$ cat src/rtl/alu_ctrl_pkg.sv
// Shared definitions for the ALU issue stage: opcodes, sequencer states and
// the command record carried through the command FIFO.
package alu_ctrl_pkg;

    localparam int ALU_W = 4;

    localparam logic [2:0] OP_ADD  = 3'b000;
    localparam logic [2:0] OP_SUB  = 3'b001;
    localparam logic [2:0] OP_AND  = 3'b010;
    localparam logic [2:0] OP_NOR  = 3'b011;
    localparam logic [2:0] OP_XNOR = 3'b100;
    localparam logic [2:0] OP_XOR  = 3'b101;
    localparam logic [2:0] OP_OR   = 3'b110;
    localparam logic [2:0] OP_NAND = 3'b111;

    typedef enum logic {
        ST_IDLE,
        ST_ISSUE
    } state_t;

    typedef struct packed {
        logic             use_acc;
        logic [2:0]       sel;
        logic [ALU_W-1:0] a;
        logic [ALU_W-1:0] b;
    } cmd_t;

endpackage

$ cat src/rtl/alu_cmd_fifo.sv
// Synchronous command FIFO; pointers carry an extra MSB so full and empty
// can be told apart when the index bits match.
module alu_cmd_fifo #(
    parameter int DEPTH = 4,
    parameter int WIDTH = 11
) (
    input  logic             clk,
    input  logic             rst,
    input  logic             push,
    input  logic [WIDTH-1:0] wdata,
    input  logic             pop,
    output logic [WIDTH-1:0] rdata,
    output logic             full,
    output logic             empty
);

    localparam int AW = $clog2(DEPTH);
    localparam logic [AW:0] PTR_ONE = 1;

    logic [WIDTH-1:0] mem [DEPTH];
    logic [AW:0]      wptr;
    logic [AW:0]      rptr;
    logic             do_push;
    logic             do_pop;

    assign empty   = (wptr == rptr);
    assign full    = (wptr[AW] != rptr[AW]) && (wptr[AW-1:0] == rptr[AW-1:0]);
    assign do_push = push && !full;
    assign do_pop  = pop && !empty;
    assign rdata   = mem[rptr[AW-1:0]];

    always_ff @(posedge clk) begin
        if (rst) begin
            wptr <= '0;
            rptr <= '0;
        end else begin
            if (do_push) wptr <= wptr + PTR_ONE;
            if (do_pop)  rptr <= rptr + PTR_ONE;
        end
    end

    // Storage needs no reset: an entry is only read after it has been written.
    always_ff @(posedge clk) begin
        if (do_push) mem[wptr[AW-1:0]] <= wdata;
    end

endmodule

$ cat src/rtl/alu_cmd_sequencer.sv
// Issue stage for the combinational ALU: queues commands, drives one onto the
// ALU every other cycle and registers the result for a downstream consumer.
module alu_cmd_sequencer
    import alu_ctrl_pkg::*;
#(
    parameter int DEPTH = 4,
    parameter int W     = 4
) (
    input  logic         clk,
    input  logic         rst,
    input  logic         in_valid,
    output logic         in_ready,
    input  logic [2:0]   in_sel,
    input  logic [W-1:0] in_a,
    input  logic [W-1:0] in_b,
    input  logic         in_use_acc,
    output logic [W-1:0] alu_a,
    output logic [W-1:0] alu_b,
    output logic [2:0]   alu_sel,
    input  logic [W-1:0] alu_y,
    output logic         res_valid,
    input  logic         res_ready,
    output logic [W-1:0] res_data,
    output logic [2:0]   res_sel,
    output logic         res_zero
);

    localparam int CMD_W = 1 + 3 + 2 * W;

    // Handshakes: a transfer happens on a rising edge where valid && ready;
    // a source keeps valid and its payload steady until that edge.
    state_t           state;
    logic [W-1:0]     acc;
    logic [CMD_W-1:0] fifo_wdata;
    logic [CMD_W-1:0] fifo_rdata;
    logic             fifo_full;
    logic             fifo_empty;
    logic             push;
    logic             pop;
    logic             head_use_acc;
    logic [2:0]       head_sel;
    logic [W-1:0]     head_a;
    logic [W-1:0]     head_b;

    assign fifo_wdata = {in_use_acc, in_sel, in_a, in_b};
    assign {head_use_acc, head_sel, head_a, head_b} = fifo_rdata;

    assign in_ready = !fifo_full && !rst;
    assign push     = in_valid && in_ready;
    // Issue only when the result register will be free at the capture edge.
    assign pop      = (state == ST_IDLE) && !fifo_empty && (!res_valid || res_ready);

    alu_cmd_fifo #(
        .DEPTH (DEPTH),
        .WIDTH (CMD_W)
    ) u_fifo (
        .clk   (clk),
        .rst   (rst),
        .push  (push),
        .wdata (fifo_wdata),
        .pop   (pop),
        .rdata (fifo_rdata),
        .full  (fifo_full),
        .empty (fifo_empty)
    );

    always_ff @(posedge clk) begin
        if (rst) begin
            state     <= ST_IDLE;
            acc       <= '0;
            alu_a     <= '0;
            alu_b     <= '0;
            alu_sel   <= '0;
            res_valid <= 1'b0;
            res_data  <= '0;
            res_sel   <= '0;
            res_zero  <= 1'b0;
        end else begin
            if (res_valid && res_ready) res_valid <= 1'b0;
            case (state)
                ST_IDLE: begin
                    if (pop) begin
                        alu_sel <= head_sel;
                        alu_b   <= head_b;
                        alu_a   <= head_use_acc ? acc : head_a;
                        state   <= ST_ISSUE;
                    end
                end
                ST_ISSUE: begin
                    // A capture overrides the consume-clear above.
                    res_data  <= alu_y;
                    acc       <= alu_y;
                    res_sel   <= alu_sel;
                    res_zero  <= (alu_y == '0);
                    res_valid <= 1'b1;
                    state     <= ST_IDLE;
                end
            endcase
        end
    end

endmodule

$ cat config.mk
export PLATFORM = sky130hd
export DESIGN_NAME = alu_cmd_sequencer
export DESIGN_NICKNAME = d
export VERILOG_FILES = /design/src/rtl/alu_ctrl_pkg.sv /design/src/rtl/alu_cmd_fifo.sv /design/src/rtl/alu_cmd_sequencer.sv
export SDC_FILE = /design/constraint.sdc
export NUM_CORES = 1
export LEC_CHECK = 0
export BUFFER_PORTS_ARGS = -buffer_cell sky130_fd_sc_hd__buf_2
export CORE_MARGIN = 3
export CORE_UTILIZATION = 30
export CTS_BUF_LIST = sky130_fd_sc_hd__clkbuf_8
export CTS_CLUSTER_DIAMETER = 200
export DETAILED_ROUTE_END_ITERATION = 12
export PLACE_DENSITY = 0.46
export SYNTH_ARGS = -nofsm -noshare
export SYNTH_HDL_FRONTEND = slang
export SYNTH_SLANG_ARGS = --single-unit
$ cat constraint.sdc
create_clock -name clk -period 1.74 [get_ports clk]
set_input_delay 0.348 -clock clk [delete_from_list [all_inputs] [get_ports clk]]
set_output_delay 0.348 -clock clk [all_outputs]
set_load 0.02 [all_outputs]
# Word-level counts from Yosys, hierarchy flattened
# Memory sizes are Yosys's and may differ from the RTL's. A register that Yosys moved wholly into a read port is not among the register bits.
# Cells that the tools add are included.
# W data, S select, Z words.
[op_classes]
n_addsub = 2
n_eq_ne = 3
muxes = 9
bitwise_logic = 1
reduce_logical = 16
[ops]
columns = ["op", "n"]
rows = [
  ["$logic_and A1 B1 Y1", 8],
  ["$add A3 B1 Y3 const B", 2],
  ["$mux W1", 5],
  ["$logic_not A1 Y1", 4],
  ["$logic_not A4 Y1", 1],
  ["$mux W2", 2],
  ["$mux W4", 1],
  ["$eq A3 B3 Y1", 1],
  ["$eq A2 B2 Y1", 1],
  ["$pmux W1 S2", 1],
  ["$reduce_and A2 Y1", 1],
  ["$reduce_bool A2 Y1", 1],
  ["$logic_or A1 B1 Y1", 1],
  ["$ne A1 B1 Y1", 1],
  ["$not A1 Y1", 1],
]
[totals]
register_bits = 27
mem_bits_rw = 48
input_bits = 20
output_inout_bits = 21
elab_cells = 42
memories = 1
[mem_list]
columns = ["memory", "words", "word_bits", "read_ports", "rd_clocked_by_memory_dff", "wr", "line_no", "rtl"]
rows = [
  ["u_fifo.mem", 4, 12, 1, 1, 1, "alu_cmd_fifo.sv:20", "logic [WIDTH-1:0] mem [DEPTH];"],
]

# Longest topological paths before layout
[logic_depth]
word_depth = 8
ltp_mapped = 5
depth_no_buf = 4

# Cells and area by module
# A second synthesis with hierarchy kept.
[hier_totals]
hier_cells = 219
area_unflattened_um2 = 3199.3
[by_module_without_submodules]
columns = ["module", "n_inst", "cells_each", "area_per_inst_um2"]
rows = [
  ["alu_cmd_fifo", 1, 130, 2302.2],
  ["alu_cmd_sequencer", 1, 89, 897.1],
]

# Worst setup path after synthesis
# OpenSTA, ideal clock, no wires.
[synth_path]
kind = "reg-to-reg"
start = "register u_fifo.wptr[0]"
end = "memory u_fifo.mem[3][0] in the netlist's numbering (enable)"
setup_time_ps = 359
t_arrival_ps = 1390
required_ps = 1381
path_slack_ps = -9
path_stages_with_launch = 4
synth_period_minus_slack_ps = 1749
cell_sequence = "dfxtp_1 > xnor2_1 > a311oi_2 > and2_1"
[synth_via]
elab_chain_cells = 8
[synth_rtl]
columns = ["item", "line_no", "rtl"]
rows = [
  ["start, declared", "alu_cmd_fifo.sv:21", "logic [AW:0] wptr;"],
  ["start signal, assigned", "alu_cmd_fifo.sv:37", "if (do_push) wptr <= wptr + PTR_ONE;"],
  ["$eq A2 B2 Y1", "alu_cmd_fifo.sv:27", "assign full = (wptr[AW] != rptr[AW]) && (wptr[AW-1:0] == rptr[AW-1:0]);"],
  ["$logic_and A1 B1 Y1", "alu_cmd_fifo.sv:27", ""],
  ["$logic_not A1 Y1", "alu_cmd_fifo.sv:28, alu_cmd_sequencer.sv:48", ""],
  ["$logic_and A1 B1 Y1", "alu_cmd_sequencer.sv:48", "assign in_ready = !fifo_full && !rst;"],
  ["$logic_and A1 B1 Y1", "alu_cmd_sequencer.sv:49", "assign push = in_valid && in_ready;"],
  ["$logic_and A1 B1 Y1", "alu_cmd_fifo.sv:28", "assign do_push = push && !full;"],
  ["$mux W1", "alu_cmd_fifo.sv:44", "if (do_push) mem[wptr[AW-1:0]] <= wdata;"],
  ["$mux W1 (not written as such)", "alu_cmd_fifo.sv:44", ""],
  ["end, declared", "alu_cmd_fifo.sv:20", ""],
]
# Parallel ways exist; a longest one is shown, timed or not.

# Final worst setup path
[layout_path]
start = "register u_fifo.rptr[0]"
end = "output in_ready"
[layout_via]
elab_chain_cells = 4
[layout_rtl]
columns = ["item", "line_no", "rtl"]
rows = [
  ["start, declared", "alu_cmd_fifo.sv:22", "logic [AW:0] rptr;"],
  ["start signal, assigned", "alu_cmd_fifo.sv:38", "if (do_pop) rptr <= rptr + PTR_ONE;"],
  ["$eq A2 B2 Y1", "alu_cmd_fifo.sv:27", ""],
  ["$logic_and A1 B1 Y1", "alu_cmd_fifo.sv:27", ""],
  ["$logic_not A1 Y1", "alu_cmd_sequencer.sv:48", ""],
  ["$logic_and A1 B1 Y1", "alu_cmd_sequencer.sv:48", ""],
  ["end, declared", "alu_cmd_sequencer.sv:12", "output logic in_ready,"],
]
# No other way between the ends.

==> qor.txt <==
Status: completed
Critical Path AT: 1320 ps
Via-per-instance ratio: 4.35
Clk pwr share: 0.285
Htree depth: 3
Critical path peak fanout: 3
DRT Pass-1 Iters: 4
Row count: 35
Root Buffer Master: clkbuf_8
CTS buffer count: 9
Top FF cell, synth: edfxtp_1
Final period demand of the worst path: 1670 ps
Core area: 0.00937 sq mm
Max-slew headroom: 0.762
# IOs: 41
Final WS setup: 74.7 ps
#FFs+latches synth: 77
Routed via count: 1635
RePlAce Congestion: 0.696
DIE AREA: 0.0110 sq mm
Synth warn: 0
Drt drc: 0
Die X: 105 microns
Met1 Track Usage GR: 0.148
Max-Cap Viols: 0
Largest family of logic cells by synthesized area: multiplexers
Leakage power: 0.00141 uW
Cell Area, Synth: 0.00293 sq mm
Antenna Violating Nets Remaining: 0
Seq/Total Area, Yosys: 0.690
Total track usage: 0.110
Adder-cell share of the synthesized area: 0.0213
Grt met3 use: 0.0420
GR peak layer: met2
Remaining global-route overflow: 0
Net switching fraction of the power: 0.295
Crit Path Class: reg -> out
Startpoint types: flip-flop
Synthesized area per cell: 16.4 sq um
Worst Skew: 9.85 ps
Comb power frac: 0.298
Final setup vio count: 0
EDFF count, synth: 48
Port-buffer cells: 40
Yosys cell types: 27
TritonCTS clock tree: yes
Synth Net Count: 204
Final Max Slew Viols: 0
Synth Area in Simple Gates: 0.0508
First-pass GRT wire length: 9270 microns
Dpl ws: 101 ps
Commonest cells post-synth: edfxtp_1 (48), dfxtp_1 (29), nor2_1 (24), mux2i_1 (20), mux4_2 (12)
N_diodes: 0
Setup total negative slack: 0 ps
Async S/R FF share, synth: 0
Power density over cell area: 1500 mW/mm^2
Area leader, netlist: edfxtp_1
DRT Wirelength: 5620 microns
Vias in the first global route: 1713
Clock latency on the worst-skew pair: 340 ps
WP data required: 1390 ps
Synth Area in Compound Gates: 0.0389
Longest Clk Path Bufs: 2
Max Freq: 0.600 GHz
Largest net degree at the start of global routing: 31
Tightest Pin Transition: 357 ps
Share of cells above drive strength 1: 0.385
Crit path capture type: output pin
Fin crit share: 0.957
Layout Nets: 267
Initial antenna violation count: 0
Die Span Y: 105 microns
Seq pwr share: 0.417
Hold Fails Final Rpt: 0
DR WL/cell: 14.9 microns
HPWL Detailed: 3930 microns
Cells after Synth: 179
Met2 Track Usage GR: 0.170
Clock sink count: 77
Post-synth top area share: 0.492
Initial core utilization: 0.313
Pint: 3930 uW
Main area contributors after synthesis: edfxtp_1 (49%), dfxtp_1 (20%), mux4_2 (9.2%), mux2i_1 (6.8%), nor2_1 (3.1%)
Most common cell in the netlist: edfxtp_1
Worst hold path class: in -> reg
Net switching power: 1640 uW
Clock transition at path regs: 80 ps
Syn-to-layout area delta: 26.5%
Maximum vdd drop: 0.000678 V
Fillers: 918
Xor/xnor share of the synthesized area: 0.0179
Post-synthesis mux area share: 0.161
Initial drt markers: 52
[repair_timing]
action	in CTS	in global routing
pin swaps	0	1
hold buffers	0	0
resized for setup	5	3
buffers inserted	0	1
endpoints found under the setup margin	1	26
[worst max-delay path, stage by stage (launching register included)]
cell and delay [ps]:
dfxtp_2 350, xnor2_2 140, buf_4 160, a31oi_4 190, buf_6 140
[cell usage in the layout, fill, tap and decap left out, drive strengths merged, types with 2 or more instances in the layout]
master / count
inv: 7
clkbuf: 9
a211oi: 5
and2: 4
xnor2: 5
mux2i: 20
dfxtp: 29
buf: 60
ha: 5
edfxtp: 48
nor2: 24
a311oi: 2
bufinv: 3
mux4: 12
nor2b: 2
[layout make-up]
class,count,area (sq um),share of cell area
inverter,4,15.0,0.00405
sequential,77,2020,0.546
tap,129,161,0.0436
clock buffer,9,124,0.0334
timing repair buffer,60,369,0.0996
multi-input combinational,90,898,0.242
clock inverter,7,115,0.0311
[power groups by stage]
stage          combinational [uW]  clock [uW]  sequential, uW
2_1_floorplan                 973           0            2490
3_3_place_gp                 1670           0            2360
3_5_place_dp                 1670           0            2360
4_1_cts                      1690        1640            2330
5_1_grt                      1820        1720            2360
6_report                     1660        1590            2320
[stage by stage]
step           power (uW)  instance area [sq um]   util  cells  hold slack (ps)
6_report             5570                   3710  0.395    376              225
5_1_grt              5900                   3710  0.395    376              205
4_1_cts              5660                   3680  0.393    375              203
3_5_place_dp         4030                   3410  0.364    359              480
3_3_place_gp         4020                   3410  0.364    359              472
2_1_floorplan        3460                   2930      -    179              447
[flip-flops by register name, summed over array words and instances (netlist names), named ones only]
signal / count
acc: 4
res_zero: 1
state: 1
u_fifo.mem: 48
alu_b: 4
res_sel: 3
u_fifo.rptr: 3
alu_sel: 3
alu_a: 4
u_fifo.wptr: 3
res_valid: 1
[layer usage]
metal	vias to the layer above	routed length, microns
met5	-	0
met4	0	49
met3	6	371
met2	51	2590
met1	779	2610
li1	799	-
[logic make-up after synthesis]
| logic type | Yosys count |
|---|---|
| mux | 32 |
| fa+ha+maj | 5 |
| xor+xnor | 6 |
| flops | 77 |
| buf+inv | 12 |
| compound gates | 13 |
| simple gates | 34 |
[worst paths after layout]
kind                            cells after the start  slack [ps]                   startpoint                         end
worst max register to register                      5         100  u_fifo.rptr[2]$_SDFFE_PP0P_  u_fifo.mem[2][8]$_DFFE_PP_
worst min register to register                      2         490        res_zero$_SDFFE_PP0P_       res_zero$_SDFFE_PP0P_
worst min-delay path                                1         220                    in_sel[1]  u_fifo.mem[0][9]$_DFFE_PP_
worst max-delay path                                4          70  u_fifo.rptr[0]$_SDFFE_PP0P_                    in_ready
(Power assumes the default switching activity.)
